$ cat src/rtl/axi_lite_reg_slave.sv
// AXI4-Lite slave that turns single read/write transactions into req/we/be/addr/wdata
// register accesses. Define AXI_LITE_REG_SLAVE_TIMEOUT_EN to bound the WAIT state.
module axi_lite_reg_slave #(
  parameter int unsigned AddrWidth     = 32,
  parameter int unsigned DataWidth     = 32,
  parameter int unsigned TimeoutCycles = 255
) (
  input  logic                   clk_i,
  input  logic                   rst_i,
  input  logic                   s_awvalid_i,
  output logic                   s_awready_o,
  input  logic [AddrWidth-1:0]   s_awaddr_i,
  input  logic                   s_wvalid_i,
  output logic                   s_wready_o,
  input  logic [DataWidth-1:0]   s_wdata_i,
  input  logic [DataWidth/8-1:0] s_wstrb_i,
  output logic                   s_bvalid_o,
  input  logic                   s_bready_i,
  output logic [1:0]             s_bresp_o,
  input  logic                   s_arvalid_i,
  output logic                   s_arready_o,
  input  logic [AddrWidth-1:0]   s_araddr_i,
  output logic                   s_rvalid_o,
  input  logic                   s_rready_i,
  output logic [DataWidth-1:0]   s_rdata_o,
  output logic [1:0]             s_rresp_o,
  output logic                   reg_req_o,
  output logic                   reg_we_o,
  output logic [DataWidth/8-1:0] reg_be_o,
  output logic [AddrWidth-1:0]   reg_addr_o,
  output logic [DataWidth-1:0]   reg_wdata_o,
  input  logic                   reg_rvalid_i,
  input  logic [DataWidth-1:0]   reg_rdata_i,
  input  logic                   reg_err_i
);

  localparam int unsigned StrbWidth = DataWidth / 8;
  localparam logic [AddrWidth-1:0] WordMask = ~AddrWidth'(3);

  typedef enum logic [1:0] {StIdle, StReg, StWait, StResp} state_e;

  state_e                state_q;
  logic                  prio_q;
  logic                  awready_q, wready_q, arready_q;
  logic                  bvalid_q, rvalid_q;
  logic [1:0]            bresp_q, rresp_q;
  logic [DataWidth-1:0]  rdata_q;
  logic                  reg_req_q, reg_we_q;
  logic [StrbWidth-1:0]  reg_be_q;
  logic [AddrWidth-1:0]  reg_addr_q;
  logic [DataWidth-1:0]  reg_wdata_q;

  logic wr_elig, rd_elig, sel_wr, sel_rd;
  logic wr_hs, rd_hs, done_hs;
  logic timeout_hit, wait_done;
  logic [1:0] resp_d;

`ifdef AXI_LITE_REG_SLAVE_TIMEOUT_EN
  localparam int unsigned CntWidth =
      ($clog2(TimeoutCycles + 1) > 8) ? $clog2(TimeoutCycles + 1) : 8;

  logic [CntWidth-1:0] cnt_q;

  assign timeout_hit = (state_q == StWait) && !reg_rvalid_i &&
                       (cnt_q == CntWidth'(TimeoutCycles - 1));

  // Counts WAIT cycles without a completion; cleared whenever WAIT is left.
  always_ff @(posedge clk_i or posedge rst_i) begin
    if (rst_i) begin
      cnt_q <= '0;
    end else if (state_q == StWait && !reg_rvalid_i && !timeout_hit) begin
      cnt_q <= cnt_q + 1'b1;
    end else begin
      cnt_q <= '0;
    end
  end
`else
  assign timeout_hit = 1'b0;
`endif

  always_comb begin
    wr_elig   = s_awvalid_i & s_wvalid_i;
    rd_elig   = s_arvalid_i;
    sel_rd    = rd_elig & (~wr_elig | prio_q);
    sel_wr    = wr_elig & ~sel_rd;
    wr_hs     = awready_q & wready_q & wr_elig;
    rd_hs     = arready_q & rd_elig;
    done_hs   = (bvalid_q & s_bready_i) | (rvalid_q & s_rready_i);
    wait_done = reg_rvalid_i | timeout_hit;
    // A timeout reports SLVERR exactly like a device error.
    resp_d    = (reg_rvalid_i ? reg_err_i : 1'b1) ? 2'b10 : 2'b00;
  end

  always_ff @(posedge clk_i or posedge rst_i) begin
    if (rst_i) begin
      state_q     <= StIdle;
      prio_q      <= 1'b0;
      awready_q   <= 1'b0;
      wready_q    <= 1'b0;
      arready_q   <= 1'b0;
      bvalid_q    <= 1'b0;
      rvalid_q    <= 1'b0;
      bresp_q     <= 2'b00;
      rresp_q     <= 2'b00;
      rdata_q     <= '0;
      reg_req_q   <= 1'b0;
      reg_we_q    <= 1'b0;
      reg_be_q    <= '0;
      reg_addr_q  <= '0;
      reg_wdata_q <= '0;
    end else begin
      awready_q <= 1'b0;
      wready_q  <= 1'b0;
      arready_q <= 1'b0;
      reg_req_q <= 1'b0;
      unique case (state_q)
        StIdle: begin
          if (wr_hs) begin
            state_q     <= StReg;
            reg_req_q   <= 1'b1;
            reg_we_q    <= 1'b1;
            reg_be_q    <= s_wstrb_i;
            reg_addr_q  <= s_awaddr_i & WordMask;
            reg_wdata_q <= s_wdata_i;
            prio_q      <= 1'b1;
          end else if (rd_hs) begin
            state_q    <= StReg;
            reg_req_q  <= 1'b1;
            reg_we_q   <= 1'b0;
            reg_be_q   <= '1;
            reg_addr_q <= s_araddr_i & WordMask;
            prio_q     <= 1'b0;
          end else if (!awready_q && !arready_q) begin
            // Ready is offered one cycle after the winner is picked; an offered
            // ready that finds no valid simply lapses and arbitration reruns.
            awready_q <= sel_wr;
            wready_q  <= sel_wr;
            arready_q <= sel_rd;
          end
        end
        StReg: begin
          state_q <= StWait;
        end
        StWait: begin
          if (wait_done) begin
            state_q <= StResp;
            if (reg_we_q) begin
              bvalid_q <= 1'b1;
              bresp_q  <= resp_d;
              rdata_q  <= '0;
            end else begin
              rvalid_q <= 1'b1;
              rresp_q  <= resp_d;
              rdata_q  <= reg_rvalid_i ? reg_rdata_i : '0;
            end
          end
        end
        StResp: begin
          if (done_hs) begin
            state_q   <= StIdle;
            bvalid_q  <= 1'b0;
            rvalid_q  <= 1'b0;
            // Arbitrate on the handshake edge so back-to-back traffic turns in 4 cycles.
            awready_q <= sel_wr;
            wready_q  <= sel_wr;
            arready_q <= sel_rd;
          end
        end
        default: begin
          state_q <= StIdle;
        end
      endcase
    end
  end

  assign s_awready_o = awready_q;
  assign s_wready_o  = wready_q;
  assign s_arready_o = arready_q;
  assign s_bvalid_o  = bvalid_q;
  assign s_bresp_o   = bresp_q;
  assign s_rvalid_o  = rvalid_q;
  assign s_rresp_o   = rresp_q;
  assign s_rdata_o   = rdata_q;
  assign reg_req_o   = reg_req_q;
  assign reg_we_o    = reg_we_q;
  assign reg_be_o    = reg_be_q;
  assign reg_addr_o  = reg_addr_q;
  assign reg_wdata_o = reg_wdata_q;

endmodule

$ cat config.mk
export PLATFORM = sky130hd
export DESIGN_NAME = axi_lite_reg_slave
export DESIGN_NICKNAME = d
export VERILOG_FILES = /design/src/rtl/axi_lite_reg_slave.sv
export SDC_FILE = /design/constraint.sdc
export NUM_CORES = 1
export LEC_CHECK = 0
export CORE_MARGIN = 2
export CORE_UTILIZATION = 43
export CTS_BUF_LIST = sky130_fd_sc_hd__clkbuf_2
export DETAILED_ROUTE_END_ITERATION = 12
export HOLD_SLACK_MARGIN = 0.03
export PLACE_DENSITY = 0.94
export SETUP_SLACK_MARGIN = 0.3
export SLEW_MARGIN = 10
export SYNTH_ARGS = -nofsm -noshare
export SYNTH_HDL_FRONTEND = slang
export SYNTH_SLANG_ARGS = --single-unit
export TNS_END_PERCENT = 100
$ cat constraint.sdc
create_clock -name clk_i -period 7.44 [get_ports clk_i]
set_input_delay 1.488 -clock clk_i [delete_from_list [all_inputs] [get_ports clk_i]]
set_output_delay 1.488 -clock clk_i [all_outputs]
set_load 0.1 [all_outputs]
==> impl_metrics.toml, run 1 <==
[run_status]
status = "completed"

[clocking]
clockRootBuffer = "clkbuf_2"
cts_sinks = 108
cts_setup_buffers = 0
cts_tree = "yes"
ctsLongestPathBuffers = 2
ctsHoldBuffers = 0
cts.htree.levels = 3
clkTransAtPathRegs_ps = 260
ctsResizeCount = 0
numCtsBuffers = 9
clk_latency_ps = 580

[logic_synthesis]
ys_async_sr_fraction_pct = 100.0
ys_warn_count = 0
yosysTopAreaCell = "dfrtp_1"
synth_area_leaders = "dfrtp_1 58%, mux2_2 21%, nand2_1 5.4%, o21ai_0 3.7%, mux2_4 2.9%"
avgSynthCellArea_um2 = 12.76
ys.flop_type = "dfrtp_1"
synth_edf_count = 0
synth_top_area_share_pct = 58.17
ys_seq_elements = 108
synth_area_um2 = 4646
yosysMostFrequentCell = "dfrtp_1"
synth_seq_area_share_pct = 58.17
synth_common_cells = "108 x dfrtp_1, 86 x mux2_2, 67 x nand2_1"
syn_inst = 364
synthDistinctLibCells = 31

[critical_path]
reg2regPathDepth = 4
rrSetupSlack_ps = 4980
cpPeakStageDelay_ps = 1210
path_buf_inv = 1
required_ps = 5950
r2r_end = "reg_wdata_o[24]$_DFFE_PP0P_"
cp_data_arrival_time_ps = 2350
cp-end-kind = "output port"
crit_path_start = "reg_we_o$_DFFE_PP0P_"
critPathMaxFanout = 8
critPathLaunchType = "register"
cp_top_family = "buffers and inverters"
setup.worst_path.class = "reg2out"
path_cells = "clkdlybuf4s50_1"
critPathSlowestCell = "clkdlybuf4s50_1"
reg2reg_from = "state_q[0]$_DFFE_PP0P_"

[sta]
fmax_mhz = 260.6
rsz0062_at_grt = "false"
slew_viol_final = 0
hold_viol_final = 0
setup_viol = 0
worst_hold_slack_ps = 517.2
fin_crit_ps = 3838
clock_skew_ps = 26.49
tns_ps = 0
worstMarginPinSlew_ps = 1152
fin_crit_sh_pct = 51.59
max-slew-margin-rel_pct = 23.00

[hold_path]
min_path_type = "reg2reg"
hold_depth = 2
hold_start = "s_rdata_o[21]$_DFFE_PP0P_"
min_to = "s_rdata_o[21]$_DFFE_PP0P_"

[final_layout]
area_growth_syn_to_layout_pct = 55.56
diodes = 0
num-fill-cells = 761
nets = 742
utilization_pct = 69.38
drive_gt1_share_pct = 19.24

[drt]
drc = 0
num_vias = 3609
wl_um = 12340
postRouteAntennaNets = 0
wl_per_cell_um = 16.70
drtPass1Iterations = 4
drt_iter0_drc = 126
via_per_inst = 4.884

[die]
initial_core_util_pct = 44.60
die_x_um = 107.9
ios = 252
die_area_um2 = 11650
coreArea_um2 = 10420
rows = 37
die_h_um = 107.9

[global_routing]
antenna_found_initial = 0
grt_max_degree = 71
grt_pass1_wl_um = 19360
grt_usage_pct = 21.52
first_global_vias = 3876
grt_overflow = 0

[job]
cap_viol_max_count = 0

[placed_design]
hpwlAfterDp_um = 9504
port_buffers = 243
place_congestion = 0.7308
per-layer routing:
| metal | track usage, % | vias up | share of wire (%) |
|---|---|---|---|
| li1 | - | 1711 | - |
| met5 | 0 | - | 0 |
| met1 | 23.98 | 1729 | 37 |
| met4 | 6.593 | 0 | 1.5 |
| met3 | 6.631 | 19 | 8.4 |
| met2 | 39.31 | 150 | 53 |
how the worst max path moves through the flow:
stage                                        endpoint  slack, ps  depth (start not counted)
final                                        reg_we_o       3600                          1
after global routing                         reg_we_o       3470                          1
after CTS                                    reg_we_o       3520                          1
after detailed placement   reg_wdata_o[2]$_DFFE_PP0P_       3660                          3
after global placement    reg_wdata_o[19]$_DFFE_PP0P_       3710                          3
after floorplan            reg_addr_o[10]$_DFFE_PP0P_       3110                          1
cells in the final DEF, fill, tap and decap left out, types with 2 or more instances in the layout:
cell,instances
clkdlybuf4s50_1,243
dfrtp_1,108
mux2_2,86
nand2_1,66
o21ai_0,34
clkbuf_2,10
mux2_4,9
inv_1,6
o22a_1,4
conb_1,4
clkinv_1,3
ha_1,3
nor2_1,2
a22oi_1,2
o31ai_1,2
clkinv_2,2
per-stage QoR:
stage,instances,setup slack (ps),area (um2)
finish,739,3602,7227
global route,739,3469,7227
CTS,739,3520,7227
detailed placement,723,3658,7122
global placement,723,3713,7122
floorplan,367,3106,4657
tightest hold or removal path: stages, from the launching register on:
cell and delay (ps):
dfrtp_1 400, nand2_1 50, o21ai_0 60
flip-flops by register name (all words and copies together), names as in the netlist:
signal / count
s_wready_o: 1
s_bvalid_o: 1
reg_addr_o: 30
reg_we_o: 1
reg_req_o: 1
state_q: 2
reg_wdata_o: 32
s_rresp_o: 1
reg_be_o: 4
s_arready_o: 1
s_bresp_o: 1
s_rvalid_o: 1
s_rdata_o: 32
cells by family after synthesis:
family	synth area share, %
flops	58.17
mux	23.75
simple gates	6.652
compound gates	6.652
buf+inv	3.878
fa+ha+maj	0.8081
other cells	0.08072
layout make-up:
| cell class | instances | area (um2) | area share, % |
|---|---|---|---|
| Clock buffer | 10 | 50.05 | 0.6925 |
| Clock inverter | 6 | 55.05 | 0.7618 |
| Inverter | 8 | 32.53 | 0.4501 |
| Multi-Input combinational cell | 227 | 1777 | 24.58 |
| Sequential cell | 108 | 2703 | 37.40 |
| Tap cell | 136 | 170.2 | 2.355 |
| Timing Repair Buffer | 244 | 2440 | 33.76 |
Power of run 1 is not shown: default switching activity piles up to over one toggle a cycle in this logic, so the estimate is an artifact.
==> run 2: changes to the inputs <==
CORE_UTILIZATION = 40   (was 43)
PLACE_DENSITY = 0.89   (was 0.94)
clock period = 3.9 ns   (was 7.44 ns; I/O delays follow)
==> run 2 against run 1 <==
  * Critical endpoint is now s_awready_o
  * Clock skew fell by 4.7 ps
  * Cell area rose by 0.31%
  * Sequential cell count did not move
  * Non-clock buffer count rose by 3
  * Final cell count rose by 1.4%
  * Setup slack got worse by 2800 ps
  * Count of clock-buffer cells in the layout rose by 1
  * Largest cell class unchanged
  * Critical path depth did not move
  * Hold slack improved by 4.3 ps
==> impl_metrics.toml, run 2 (synthesized netlist as in run 1, its figures left out) <==
[clocking]
cts_tree = "yes"
cts_sinks = 108
numCtsBuffers = 9
clk_latency_ps = 550
ctsResizeCount = 0
ctsLongestPathBuffers = 2
ctsHoldBuffers = 0
cts.htree.levels = 3
clockRootBuffer = "clkbuf_2"
cts_setup_buffers = 0
clkTransAtPathRegs_ps = 260

[die]
die_x_um = 111.8
coreArea_um2 = 11370
rows = 39
die_area_um2 = 12490
die_h_um = 111.8
initial_core_util_pct = 40.86
ios = 252

[critical_path]
setup.worst_path.class = "reg2out"
critPathLaunchType = "register"
cp-end-kind = "output port"
cpPeakStageDelay_ps = 1220
path_buf_inv = 1
critPathMaxFanout = 6
cp_top_family = "buffers and inverters"
required_ps = 3120
cp_data_arrival_time_ps = 2290
path_cells = "clkdlybuf4s50_1"
critPathSlowestCell = "clkdlybuf4s50_1"
rrSetupSlack_ps = 1840

[drt]
via_per_inst = 4.828
drc = 0
met3_length_um = 1034
num_vias = 3616
wl_met2_um = 6262
highest_layer = "met4"
wl_um = 12180
drt_iter0_drc = 192
postRouteAntennaNets = 0
drtPass1Iterations = 4
wl_per_cell_um = 16.26
wl_met1_um = 4735

[run_status]
status = "completed"

[sta]
fin_crit_ps = 3067
worstMarginPinSlew_ps = 1023
worst_hold_slack_ps = 521.4
fin_crit_sh_pct = 78.63
clock_skew_ps = 21.76
tns_ps = 0
slew_viol_final = 0
hold_viol_final = 0
fmax_mhz = 326.1
rsz0062_at_grt = "false"
setup_viol = 0
max-slew-margin-rel_pct = 31.59

[global_routing]
grt_max_degree = 72
grt_usage_pct = 19.68
grt_overflow = 0
first_global_vias = 3905
antenna_found_initial = 0
grt_pass1_wl_um = 19680

[final_layout]
most-common-layout-cells = "243 x clkdlybuf4s50_1, 108 x dfrtp_1, 86 x mux2_2, 66 x nand2_1, 34 x o21ai_0"
design_area_um2 = 7249
diodes = 0
mostFrequentLayoutCell = "clkdlybuf4s50_1"
nets = 745
drive_gt1_share_pct = 19.80
area_growth_syn_to_layout_pct = 56.05

[placed_design]
hpwlAfterDp_um = 9274
place_area_um2 = 7167
place_congestion = 0.7613
port_buffers = 243

[hold_path]
min_path_type = "reg2reg"

[job]
cap_viol_max_count = 0
## run 2: changes by cell type in the layout (fill, tap and decap cells not counted)
cell,delta
bufinv_16,-1
buf_12,+1
buf_4,+2
clkbuf_2,+1
inv_6,+1
inv_4,-1
clkinv_2,+1
clkinv_1,-1
## run 2: path summary, 6_finish.rpt
kind / cells after the start / start / to
max in group asynchronous: 3 / rst_i / s_wready_o$_DFF_PP0_
setup reg to reg: 6 / state_q[0]$_DFFE_PP0P_ / reg_addr_o[12]$_DFFE_PP0P_
hold reg to reg: 2 / s_rdata_o[7]$_DFFE_PP0P_ / s_rdata_o[7]$_DFFE_PP0P_
min in group asynchronous: 2 / rst_i / reg_wdata_o[10]$_DFFE_PP0P_
setup / recovery: 1 / s_wready_o$_DFF_PP0_ / s_awready_o
hold / removal: 2 / s_rdata_o[7]$_DFFE_PP0P_ / s_rdata_o[7]$_DFFE_PP0P_
## run 2: per-layer routing
| layer | GRT usage [%] | vias to the layer above |
|---|---|---|
| li1 | - | 1716 |
| met1 | 21.83 | 1737 |
| met2 | 35.88 | 151 |
| met3 | 6.641 | 12 |
| met4 | 5.514 | 0 |
| met5 | 0 | - |
## run 2: final cells by class
type / count / area [um2]
Fill cell: 922 / 4120
Sequential cell: 108 / 2703
Timing Repair Buffer: 247 / 2475
Multi-Input combinational cell: 227 / 1777
Tap cell: 143 / 178.9
Clock buffer: 11 / 55.05
Inverter: 8 / 33.78
Clock inverter: 5 / 27.53
## run 2: through the flow
step / util (%) / setup slack, ps / instances
CTS: 63.76 / 745.8 / 749
global placement: 63.04 / 1028 / 733
detailed placement: 63.04 / 964.1 / 733
global route: 63.76 / 708.6 / 749
floorplan: - / 1693 / 367
finish: 63.76 / 833.4 / 749
Power of run 2 is left out for the same reason.
